==> src/rtl/vga_sync_gen.sv <==
// Raster timing generator: pixel-tick divider, h/v counters and registered sync/video decode.
// Optional macro VGA_SYNC_FRAME_CNT_EN adds an 8-bit wrapping frame counter output.
module vga_sync_gen #(
  parameter int CLK_DIV   = 2,
  parameter int H_DISPLAY = 640,
  parameter int H_FRONT   = 16,
  parameter int H_SYNC    = 96,
  parameter int H_BACK    = 48,
  parameter int V_DISPLAY = 480,
  parameter int V_FRONT   = 10,
  parameter int V_SYNC    = 2,
  parameter int V_BACK    = 33
) (
  input  logic       clk,
  input  logic       rst_n,
  output logic       p_tick,
  output logic [9:0] pixel_x,
  output logic [9:0] pixel_y,
  output logic       video_on,
  output logic       hsync,
  output logic       vsync,
  output logic       frame_start
`ifdef VGA_SYNC_FRAME_CNT_EN
  ,
  output logic [7:0] frame_cnt
`endif
);

  localparam int H_TOTAL = H_DISPLAY + H_FRONT + H_SYNC + H_BACK;
  localparam int V_TOTAL = V_DISPLAY + V_FRONT + V_SYNC + V_BACK;
  localparam int DW      = $clog2(CLK_DIV);

  localparam logic [DW-1:0] DIV_LAST = DW'(CLK_DIV - 1);
  localparam logic [9:0]    H_LAST   = 10'(H_TOTAL - 1);
  localparam logic [9:0]    V_LAST   = 10'(V_TOTAL - 1);
  // Decode limits are 11 bits wide so a 1024-count raster cannot alias to zero.
  localparam logic [10:0]   H_VIS    = 11'(H_DISPLAY);
  localparam logic [10:0]   HS_BEG   = 11'(H_DISPLAY + H_FRONT);
  localparam logic [10:0]   HS_END   = 11'(H_DISPLAY + H_FRONT + H_SYNC);
  localparam logic [10:0]   V_VIS    = 11'(V_DISPLAY);
  localparam logic [10:0]   VS_BEG   = 11'(V_DISPLAY + V_FRONT);
  localparam logic [10:0]   VS_END   = 11'(V_DISPLAY + V_FRONT + V_SYNC);

  logic [DW-1:0] div_cnt_r;
  logic [DW-1:0] div_next_s;
  logic          tick_s;
  logic          h_wrap_s;
  logic          frame_wrap_s;
  logic [9:0]    h_r;
  logic [9:0]    v_r;
  logic [9:0]    h_next_s;
  logic [9:0]    v_next_s;
  logic          p_tick_r;
  logic          video_on_r;
  logic          hsync_r;
  logic          vsync_r;
  logic          frame_start_r;

  // Next-state computation for divider and raster counters.
  always_comb begin
    tick_s       = (div_cnt_r == DIV_LAST);
    h_wrap_s     = tick_s && (h_r == H_LAST);
    frame_wrap_s = h_wrap_s && (v_r == V_LAST);
    if (tick_s) begin
      div_next_s = {DW{1'b0}};
    end else begin
      div_next_s = div_cnt_r + DW'(1);
    end
    if (!tick_s) begin
      h_next_s = h_r;
    end else if (h_wrap_s) begin
      h_next_s = 10'd0;
    end else begin
      h_next_s = h_r + 10'd1;
    end
    if (!h_wrap_s) begin
      v_next_s = v_r;
    end else if (v_r == V_LAST) begin
      v_next_s = 10'd0;
    end else begin
      v_next_s = v_r + 10'd1;
    end
  end

  // Counters and outputs; outputs decode the next (h, v) so they land with the counters.
  always_ff @(posedge clk or negedge rst_n) begin
    if (!rst_n) begin
      div_cnt_r     <= {DW{1'b0}};
      p_tick_r      <= 1'b0;
      h_r           <= H_LAST;
      v_r           <= V_LAST;
      video_on_r    <= 1'b0;
      hsync_r       <= 1'b1;
      vsync_r       <= 1'b1;
      frame_start_r <= 1'b0;
    end else begin
      div_cnt_r     <= div_next_s;
      p_tick_r      <= (div_next_s == DIV_LAST);
      h_r           <= h_next_s;
      v_r           <= v_next_s;
      video_on_r    <= ({1'b0, h_next_s} < H_VIS) && ({1'b0, v_next_s} < V_VIS);
      hsync_r       <= !(({1'b0, h_next_s} >= HS_BEG) && ({1'b0, h_next_s} < HS_END));
      vsync_r       <= !(({1'b0, v_next_s} >= VS_BEG) && ({1'b0, v_next_s} < VS_END));
      frame_start_r <= frame_wrap_s;
    end
  end

`ifdef VGA_SYNC_FRAME_CNT_EN
  logic [7:0] frame_cnt_r;

  // Frame counter advances on the same edge that raises frame_start.
  always_ff @(posedge clk or negedge rst_n) begin
    if (!rst_n) begin
      frame_cnt_r <= 8'd0;
    end else if (frame_wrap_s) begin
      frame_cnt_r <= frame_cnt_r + 8'd1;
    end else begin
      frame_cnt_r <= frame_cnt_r;
    end
  end

  assign frame_cnt = frame_cnt_r;
`endif

  assign p_tick      = p_tick_r;
  assign pixel_x     = h_r;
  assign pixel_y     = v_r;
  assign video_on    = video_on_r;
  assign hsync       = hsync_r;
  assign vsync       = vsync_r;
  assign frame_start = frame_start_r;

endmodule
==> config.mk <==
export PLATFORM = sky130hd
export DESIGN_NAME = vga_sync_gen
export DESIGN_NICKNAME = d
export VERILOG_FILES = /design/src/rtl/vga_sync_gen.sv
export SDC_FILE = /design/constraint.sdc
export NUM_CORES = 1
export LEC_CHECK = 0
export BUFFER_PORTS_ARGS = -buffer_cell sky130_fd_sc_hd__buf_2
export CORE_UTILIZATION = 40
export DETAILED_ROUTE_END_ITERATION = 6
export GPL_TIMING_DRIVEN = 0
export PLACE_DENSITY = 0.59
export SYNTH_ARGS = -nofsm -noshare
export SYNTH_HDL_FRONTEND = slang
export SYNTH_SLANG_ARGS = --single-unit
==> constraint.sdc <==
create_clock -name clk -period 3.15 [get_ports clk]
set_input_delay 0.4725 -clock clk [delete_from_list [all_inputs] [get_ports clk]]
set_output_delay 0.4725 -clock clk [all_outputs]
set_load 0.05 [all_outputs]
# ---- Word-level counts from Yosys, hierarchy flattened
# Cells that the tools add are included.
# W data, S select, Z words.
dict set report op_classes {
  mux 5
  n_addsub 3
  magnitude_cmp 6
  reduce_logical 7
  n_eq_ne 2
}
# cell count
set op_table {}
lappend op_table {{$mux W10} 4}
lappend op_table {{$add A10 B1 Y10 const B} 2}
lappend op_table {{$eq A10 B10 Y1 const B} 2}
lappend op_table {{$lt A10 B10 Y1 const B} 2}
lappend op_table {{$lt A10 B9 Y1 const B} 2}
lappend op_table {{$ge A10 B10 Y1 const B} 1}
lappend op_table {{$ge A10 B9 Y1 const B} 1}
lappend op_table {{$logic_and A1 B1 Y1} 5}
lappend op_table {{$logic_not A1 Y1} 2}
lappend op_table {{$add A1 B1 Y1 const B} 1}
lappend op_table {{$mux W1} 1}
dict set report totals {
  output_inout_bits 25
  register_bits 25
}

# ---- Depth between registers and ports, before layout
# Gate-level depths: netlist of the first run.
dict set report depth {
  depth_word 7
  mapped_depth 7
}

# ---- Least setup slack after synthesis of the first run
# OpenSTA, ideal clock, no wires.
dict set report synth_timing {
  kind {register to register}
  from {register h_r[0], in the netlist pixel_x[0]}
  to {register vsync_r, in the netlist vsync}
  stages_incl_launch_ff 8
  t_required_ns 3.053
  arrival_ns 2.369
  slack_ns 0.684
  synth_period_minus_slack_ns 2.466
  setup_ns 0.097
  path_cell_list {dfstp_2 ha_1 nand4_2 or4_4 buf_6 or3_4 a22oi_2 nand4_1}
}
dict set report synth_between {
  elab_chain_len 6
  word_cells_on_any_way 7
  classes_between {order compare (2); eq/ne (1); mux (1); reduce/logical (3)}
}
# item line_no
set synth_lines {}
lappend synth_lines {{from (decl)} 49} ;# logic [9:0] h_r;
lappend synth_lines {{from (signal assigned)} 99} ;# h_r <= h_next_s;
lappend synth_lines {{$eq A10 B10 Y1 (*)} 62} ;# h_wrap_s = tick_s && (h_r == H_LAST);
lappend synth_lines {{$logic_and A1 B1 Y1 (*)} 62}
lappend synth_lines {{$mux W10 (*)} 76} ;# if (!h_wrap_s) begin
lappend synth_lines {{$ge A10 B9 Y1 or $lt A10 B9 Y1 (tied branches)} 103} ;# vsync_r <= !(({1'b0, v_next_s} >= VS_BEG) && ({1'b0, v_next_s} < VS_END));
lappend synth_lines {{$logic_and A1 B1 Y1 (*)} 103}
lappend synth_lines {{$logic_not A1 Y1 (*)} 103}
lappend synth_lines {{to (signal assigned)} 103}
lappend synth_lines {{to (decl)} 56} ;# logic vsync_r;
# Mark *: on every way between the ends. The rest lies on a longest branch, timed or not.

# ---- Worst setup path after layout of the first run
dict set report layout_timing {
  from {register h_r[0], in the netlist pixel_x[0]}
  to {register video_on_r, in the netlist video_on}
}
dict set report layout_between {
  elab_chain_len 6
  word_cells_on_any_way 9
  classes_between {add/sub (1); order compare (2); eq/ne (1); mux (3); reduce/logical (2)}
}
# item line_no
set layout_lines {}
lappend layout_lines {{parallel branches: the longest is 5 deep, another holds $add A10 B1 Y10} --}
lappend layout_lines {{$logic_and A1 B1 Y1 (*)} 101} ;# video_on_r <= ({1'b0, h_next_s} < H_VIS) && ({1'b0, v_next_s} < V_VIS);
lappend layout_lines {{to (signal assigned)} 101}
lappend layout_lines {{to (decl)} 54} ;# logic video_on_r;
# Mark *: on every way between the ends.

==> results.yml, run 1 <==
synthesis:
  synthTopCellsByArea: "dfrtp_1 23%, dfstp_2 22%, nand2_1 4.2%"
  muxShareOfSynthArea: 0.00793
  yosysUniqueCellTypes: 48
  synth-compound-area-share: 0.136
  syn-num-nets: 150
  synth_top_area_cell: "dfrtp_1"
  synth_top_family_by_area: "simple AND/OR/NAND/NOR gates"
  synthAdderAreaFrac: 0.0264
  synthXorXnorAreaFrac: 0.0432
  synth_edf_count: 0
  synthArstFlopShare: 1.00
  ys_seq_area_frac: 0.451
  syn_area_per_cell_um2: 9.79
  synthFlopType: "dfrtp_1"
  postSynthCellCount: 145
  yosysWarnings: 0
  synth-simple-area-share: 0.287
  syn-cell-area_um2: 1420
  synth.top_cell.area_share: 0.229
  synth-seq-cells: 25
grt:
  grt_max_degree: 26
  grt_pass1_vias: 1154
  grt.overflow.total: 0
  grt_pass1_wl_um: 5090
  antenna_found_initial: 0
  grt.total_usage: 0.183
cts:
  cts_tree: "built"
  cts_resized: 0
  cts_buffer_depth: 2
  htreeDepth: 1
  clk_latency_ps: 310
  cts_sinks: 25
  cts_made_buffers: 3
  cts_setup_buffers: 0
  ctsHoldBuffers: 0
  clk_pin_slew_ps: 140
  cts_root_buffer: "clkbuf_4"
finish:
  fillCellCount: 360
  nNetsFinal: 181
  mostFrequentLayoutCell: "buf_2"
  seq_area_um2: 641
  antennaDiodeCount: 0
  area_growth_pct: 15.1
  drive_gt1_frac: 0.291
  multi_input_area_um2: 711
  layout_common_cells: "27 x buf_2, 16 x nand2_1, 13 x dfrtp_1"
  post-route-util: 0.486
timing:
  rsz0062_at_grt: "false"
  timing.fmax_mhz: 403
  worst_slew_pin_slew_ps: 569
  min_period_ps: 2480
  slew_violations: 0
  setup_slack_ps: 668
  fin_tns_setup_ps: 0
  setup_viol: 0
  finalHoldViolCount: 0
  slew_headroom: 0.621
  fin_skew_ps: 6.32
  timing.final.crit_share: 0.788
placed_design:
  io_buffer_count: 26
  gp_congestion: 0.788
  place_ws_ps: 702
  dp_hpwl_um: 2240
worst_setup_path:
  r2r_slack_ps: 670
  critical_path_required_ps: 3340
  cp-end-kind: "flip-flop"
  cp-start-kind: "flip-flop"
  crit_arrival_ps: 2670
  crit_type: "flip-flop to flip-flop"
  path_max_fanout: 10
die:
  ios: 27
  rows: 21
  die_area_um2: 3790
  chipHeight_um: 61.6
  fp.dieW_um: 61.6
  initial_utilization: 0.422
  core_area_um2: 3360
pwr:
  power_density_nw_per_um2: 288
  ir_worst_vdd_mv: 0.175
  leakage_nw: 0.755
  p_switching_mw: 0.0996
  power.share.clock: 0.303
  switching_share: 0.211
  design_power_total_mw: 0.471
  comb_power_share: 0.014
  power_frac_seq: 0.683
  p_int_mw: 0.372
min_path:
  hold_class: "primary input to asynchronous set/reset pin"
route:
  dr.pass1.iters: 4
  ant_nets: 0
  vias: 1192
  drt_iter0_drc: 33
  wl_per_cell_um: 13.8
  routed_wl_um: 3050
  viasPerCell: 5.39
  drc: 0
outcome:
  outcome: "finished clean"
run:
  drv_cap: 0
-- routing by layer --
| layer | part of all wire | wire length [um] | track usage |
|---|---|---|---|
| met5 | 0 | 0 | 0 |
| met4 | 0.014 | 42 | 0.0825 |
| met3 | 0.030 | 91 | 0.0252 |
| met2 | 0.50 | 1510 | 0.312 |
| met1 | 0.46 | 1400 | 0.231 |
-- synth_stat cells (3+ instances only) --
master	instances
nand2_1	16
dfrtp_1	13
dfstp_2	12
inv_1	9
nand4_1	9
nand3_1	8
clkbuf_1	5
nor3_1	5
nor2_1	4
o21ai_0	4
xnor2_1	4
and3_1	3
ha_1	3
nor4_1	3
xor2_1	3
-- power by group through the flow --
| stage | logic (mW) | registers [mW] | clock network [mW] |
|---|---|---|---|
| 2_1_floorplan | 0.000000319 | 0.327 | 0 |
| 3_3_place_gp | 0.00687 | 0.327 | 0 |
| 3_5_place_dp | 0.00710 | 0.327 | 0 |
| 4_1_cts | 0.00707 | 0.322 | 0.152 |
| 5_1_grt | 0.00804 | 0.322 | 0.167 |
| 6_report | 0.00656 | 0.322 | 0.143 |
-- cells by family (layout without fill, tap and decap cells) --
family	count (synthesis)	after routing
buffers and inverters	16	46
DFF	25	25
xor gates and xnor gates	7	7
muxes	1	1
adders and majority gates	3	3
AOI/OAI and AO/OA	26	26
and+or+nand+nor	67	67
-- layout make-up --
| class | instances | area share |
|---|---|---|
| Inverter | 9 | 0.0207 |
| Clock buffer | 4 | 0.0161 |
| Tap cell | 46 | 0.0352 |
| Buffer | 7 | 0.0214 |
| Timing Repair Buffer | 26 | 0.0796 |
| Multi-Input combinational cell | 104 | 0.435 |
| Sequential cell | 25 | 0.392 |
-- worst paths after layout --
check,from,end,cells past startpoint
max in group asynchronous,rst_n,pixel_y[9],1
max,pixel_x[0],video_on,7
min in group clk,pixel_x[1],pixel_x[1],1
max reg2reg,pixel_x[0],video_on,7
min,rst_n,pixel_y[5],1
min reg2reg,pixel_x[1],pixel_x[1],1
-- critical path, cell delays in order (launching register included) --
cell and delay, ps:
dfstp_2 600, ha_1 240, nand4_2 190, nor4_1 290, clkbuf_1 450, nand3_1 130
a22oi_1 340, a2111oi_2 120
-- flip-flops by register name, indices dropped and copies added, names as in the netlist --
name and flops:
pixel_x 10, pixel_y 10, frame_start 1, hsync 1, p_tick 1, video_on 1
vsync 1
-- through the flow --
step	instance area, um2	cells	hold WS (ps)
after floorplan	1420	145	177
after global placement	1610	217	491
after detailed placement	1610	217	499
after CTS	1630	221	129
after global routing	1630	221	140
final	1630	221	129
Power figures use the tool's default switching activity.
==> inputs of run 2 (changes only) <==
Settings changed: ABC_AREA set to 1, PLACE_DENSITY 0.59 to 0.58.
Clock period 3.15 ns to 2.3 ns, I/O delays scaled along.
==> run 2 against run 1 <==
Non-clock buffer count fell by 1. Total power rose by 49%. Die area rose by 12%. Worst hold slack got worse by 68 ps. Synthesized cell count rose by 54%. Largest power group unchanged. Sequential cell count did not move. Clock power rose by 76%. Sequential share of layout area fell by 4.2 points. Worst setup slack got worse by 250 ps. Global-route usage fell by 0.86 points. Clock skew fell by 4.6 ps. Highest routed layer unchanged. Critical path depth rose by 4.
==> results.yml, run 2 <==
outcome:
  outcome: "finished clean"
worst_setup_path:
  cp-start-kind: "flip-flop"
  critical_path_required_ps: 2490
  crit_arrival_ps: 2070
  cp_slowest_stage_delay_ps: 560
  crit_slowest_cell: "dfstp_2"
  path_max_fanout: 10
  crit_chain: "ha_1 -> inv_2 -> nor2_4 -> nand2_2 -> nor2_4 -> buf_6 -> nand3_2 -> o21ai_2 -> nand2_1 -> nor2_1 -> nand3_2"
  crit_type: "flip-flop to flip-flop"
  cp-end-kind: "flip-flop"
finish:
  area_growth_pct: 14.8
  post-route-util: 0.489
  layout_common_cells: "61 x nand2_1, 33 x inv_1, 29 x buf_2"
  mostFrequentLayoutCell: "nand2_1"
  fin_area_um2: 1830
  drive_gt1_frac: 0.269
  nNetsFinal: 259
  antennaDiodeCount: 0
  final_cells: 301
synthesis:
  synthArstFlopShare: 1.00
  postSynthCellCount: 223
  synthTopCellsByArea: "dfrtp_1 20%, dfstp_2 20%, nand2_1 14%"
  ys_seq_area_frac: 0.402
  synth.top_cell.area_share: 0.204
  syn-num-nets: 228
  synth-seq-cells: 25
  syn_area_per_cell_um2: 7.15
  yosysUniqueCellTypes: 28
  syn-cell-area_um2: 1590
  yosysWarnings: 0
  synth_common_cells: "61 x nand2_1, 33 x inv_1, 27 x nor2_1"
  synth_edf_count: 0
  synth_top_area_cell: "dfrtp_1"
  synthFlopType: "dfrtp_1"
  synth_most_common_cell: "nand2_1"
route:
  wl_per_cell_um: 11.0
  ant_nets: 0
  dr.pass1.iters: 4
  drt_iter0_drc: 55
  drc: 0
  vias: 1445
  routed_wl_um: 3320
  viasPerCell: 4.80
placed_design:
  dp_hpwl_um: 2630
  gp_congestion: 0.829
  io_buffer_count: 26
  dpl.cell_count: 297
  place_area_um2: 1780
cts:
  htreeDepth: 1
  cts_setup_buffers: 0
  clk_pin_slew_ps: 80
  cts_resized: 0
  cts_buffer_depth: 2
  clk_latency_ps: 260
  cts_root_buffer: "clkbuf_8"
  cts_made_buffers: 3
  cts_tree: "built"
  cts_sinks: 25
  ctsHoldBuffers: 0
timing:
  whs_ps: 60.6
  timing.fmax_mhz: 531
  fin_skew_ps: 1.72
  finalHoldViolCount: 0
  timing.final.crit_share: 0.819
  worst_slew_pin_slew_ps: 551
  slew_headroom: 0.633
  fin_tns_setup_ps: 0
  slew_violations: 0
  rsz0062_at_grt: "false"
  min_period_ps: 1880
  setup_viol: 0
pwr:
  p_switching_mw: 0.137
  comb_power_share: 0.012
  switching_share: 0.195
  leakage_nw: 0.977
  power.share.clock: 0.360
  p_int_mw: 0.564
  ir_worst_vdd_mv: 0.327
  power_density_nw_per_um2: 383
  power_frac_seq: 0.628
die:
  die_area_um2: 4240
  rows: 22
  initial_utilization: 0.426
  fp.dieW_um: 65.1
  ios: 27
  chipHeight_um: 65.1
  core_area_um2: 3740
grt:
  grt.total_usage: 0.175
  grt.overflow.total: 0
  grt_max_degree: 26
  grt_pass1_vias: 1272
  antenna_found_initial: 0
  grt_pass1_wl_um: 5670
min_path:
  hold_class: "primary input to asynchronous set/reset pin"
run:
  drv_cap: 0
## run 2: cells by family after synthesis
logic type / share of synthesized area
AND/OR/NAND/NOR: 0.422
buffers and inverters: 0.118
flip-flops: 0.402
AO/OA/AOI/OAI: 0.0235
adder cells (fa/ha/maj): 0.0236
XOR/XNOR: 0.0110
## run 2: cell type report
cell class / instances / area (um2)
Sequential cell: 25 / 641
Fill cell: 411 / 1910
Tap cell: 48 / 60.1
Timing Repair Buffer: 26 / 130
Inverter: 39 / 146
Clock buffer: 4 / 45.0
Buffer: 6 / 41.3
Multi-Input combinational cell: 153 / 766
## run 2: path summary, 6_finish.rpt
check	cells past startpoint	endpoint	from	slack (ps)
hold / removal	1	pixel_x[7]	rst_n	60
setup reg to reg	11	vsync	pixel_x[0]	420
hold reg to reg	2	pixel_x[1]	pixel_x[1]	520
min in group clk	2	pixel_x[1]	pixel_x[1]	520
max in group asynchronous	1	pixel_y[3]	rst_n	1870
setup / recovery	11	vsync	pixel_x[0]	420
## run 2: worst max-delay path, delay by kind of cell, from the launching register on
| kind | cells | cell delay (ps) |
|---|---|---|
| simple gates | 7 | 750 |
| flops | 1 | 560 |
| compound gates | 1 | 70 |
| buf+inv | 2 | 220 |
| fa+ha+maj | 1 | 210 |
## run 2: metal layers
| layer | vias up | part of all wire | GRT usage |
|---|---|---|---|
| li1 | 753 | - | - |
| met1 | 663 | 0.52 | 0.243 |
| met2 | 27 | 0.44 | 0.279 |
| met3 | 2 | 0.036 | 0.0417 |
| met4 | 0 | 0.0051 | 0.0326 |
| met5 | - | 0 | 0 |
## run 2: power by group through the flow
stage / logic, mW / clock network [mW] / registers (mW)
after floorplan: 0.000000533 / 0 / 0.448
after global placement: 0.00943 / 0 / 0.448
after detailed placement: 0.00949 / 0 / 0.448
after CTS: 0.00945 / 0.267 / 0.440
after global routing: 0.0109 / 0.286 / 0.440
final: 0.00872 / 0.252 / 0.440
## run 2: metrics by stage
stage / total power, mW / setup WS [ps]
after floorplan: 0.448 / 415
after global placement: 0.458 / 437
after detailed placement: 0.458 / 449
after CTS: 0.717 / 412
after global routing: 0.737 / 274
final: 0.701 / 415
==> inputs of run 3 (changes only) <==
Settings changed: PLACE_DENSITY 0.58 to 0.6.
Clock period 2.3 ns to 1.6 ns, I/O delays scaled along.
==> run 3 against run 2 <==
The run now ends with negative setup slack left. Sequential share of layout area decreased by 2.4 points. Global-route usage up 0.68 points. Clock power grew 53%. Clock-buffer cell count shrank 1. Worst setup slack lost 620 ps. Non-clock buffer count grew 9. Largest power group unchanged.
==> results.yml, run 3 (synthesis results as in run 2) <==
outcome:
  outcome: "finished with violations"
  violations: "negative setup slack"
cts:
  cts_made_buffers: 3
  clk_latency_ps: 270
  htreeDepth: 1
  cts_sinks: 25
  cts_buffer_depth: 2
  cts_root_buffer: "clkbuf_8"
  cts_tree: "built"
  clk_pin_slew_ps: 90
die:
  core_area_um2: 3740
  fp.dieW_um: 65.1
  initial_utilization: 0.426
  chipHeight_um: 65.1
  rows: 22
  ios: 27
  die_area_um2: 4240
route:
  viasPerCell: 4.78
  dr.pass1.iters: 4
  dr_wl_met2_um: 1550
  vias: 1482
  drc: 0
  drt-met1-wl_um: 1780
  ant_nets: 0
  wl_per_cell_um: 11.2
  drt_iter0_drc: 65
  top_layer_used: "met4"
  routed_wl_um: 3470
  wl_met3_um: 110
timing:
  worst_slew_pin_slew_ps: 563
  finalHoldViolCount: 0
  fin_skew_ps: 5.18
  min_period_ps: 1800
  setup_viol: 5
  slew_headroom: 0.625
  fin_tns_setup_ps: -555
  timing.fmax_mhz: 555
  slew_violations: 0
  setup_slack_ps: -201
  timing.final.crit_share: 1.13
  rsz0062_at_grt: "true"
finish:
  fillCellCount: 392
  area_growth_pct: 25.5
  layout_common_cells: "56 x nand2_1, 32 x inv_1, 26 x buf_2"
  mostFrequentLayoutCell: "nand2_1"
  post-route-util: 0.534
  nNetsFinal: 268
  antennaDiodeCount: 0
  drive_gt1_frac: 0.355
worst_setup_path:
  critical_path_required_ps: 1810
  crit_arrival_ps: 2010
  cp-start-kind: "flip-flop"
  path_max_fanout: 5
  cp-end-kind: "flip-flop"
  crit_type: "flip-flop to flip-flop"
  cp_slowest_stage_delay_ps: 640
  crit_slowest_cell: "dfstp_4"
  path_delay_family: "simple AND/OR/NAND/NOR gates"
  crit_chain: "ha_4 -> inv_2 -> nor2_4 -> nand2_2 -> nor2_4 -> buf_6 -> nand3_2 -> o21ai_2 -> nand2_1 -> nor2_2 -> nand3_2"
  path_buf_inv: 2
grt:
  antenna_found_initial: 0
  grt_pass1_vias: 1303
  grt.total_usage: 0.182
  grt.overflow.total: 0
  grt_max_degree: 26
  grt_pass1_wl_um: 5930
placed_design:
  gp_congestion: 0.786
  dp_hpwl_um: 2560
  io_buffer_count: 26
min_path:
  hold_class: "primary input to asynchronous set/reset pin"
pwr:
  design_power_total_mw: 1.03
  power_density_nw_per_um2: 516
  leakage_nw: 1.03
  ir_worst_vdd_mv: 0.314
run:
  drv_cap: 0
## run 3: timing repair
item | in CTS | in global routing
endpoints found under the hold margin | 13 | 0
resized for setup | 7 | 10
hold buffers | 1 | 0
endpoints found under the setup margin | 5 | 15
cloned | 1 | 0
pin swaps | 6 | 5
setup buffers | 7 | 1
## run 3: final timing paths
check | end | start | cells after the start | slack (ps)
setup / recovery | vsync | pixel_x[1] | 11 | -200
min in group clk | pixel_x[6] | pixel_x[5] | 2 | 600
hold / removal | pixel_y[6] | rst_n | 2 | 480
setup reg to reg | vsync | pixel_x[1] | 11 | -200
hold reg to reg | pixel_x[6] | pixel_x[5] | 2 | 600
max in group asynchronous | p_tick | rst_n | 2 | 710
## run 3: worst reg2reg max path, stage by stage, from the launching register on
cell     delay [ps]
dfstp_4         640
ha_4            140
inv_2            40
nor2_4          120
nand2_2          70
nor2_4          120
buf_6           140
nand3_2          70
o21ai_2          70
nand2_1          90
nor2_2          160
nand3_2          80
## run 3: cell type report
class,instances,area (um2),share of cell area
Multi-Input combinational cell,153,840,0.420
Sequential cell,25,652,0.326
Timing Repair Buffer,36,208,0.104
Inverter,39,146,0.0732
Tap cell,48,60.1,0.0300
Buffer,5,48.8,0.0244
Clock buffer,3,41.3,0.0206
Clock inverter,1,5.00,0.00250
## run 3: per-stage QoR
step	cell area [um2]	setup slack, ps	hold slack, ps	cells
3_5_place_dp	1830	-273	261	297
5_1_grt	2000	-316	544	310
4_1_cts	1970	-183	492	310
6_report	2000	-201	485	310
2_1_floorplan	1640	-189	-55.6	223
3_3_place_gp	1830	-269	258	297
## run 3: power by group
part | leakage (nW) | switching [mW] | internal, mW
Clock | 0.0255 | 0.210 | 0.175
Sequential | 0.296 | 0 | 0.633
Combinational | 0.707 | 0.0121 | 0.00246
## run 3: metal layers
metal  track usage  up-vias
met5             0        -
met4        0.0489        0
met3        0.0295        5
met2         0.288       24
met1         0.257      676
li1              -      777
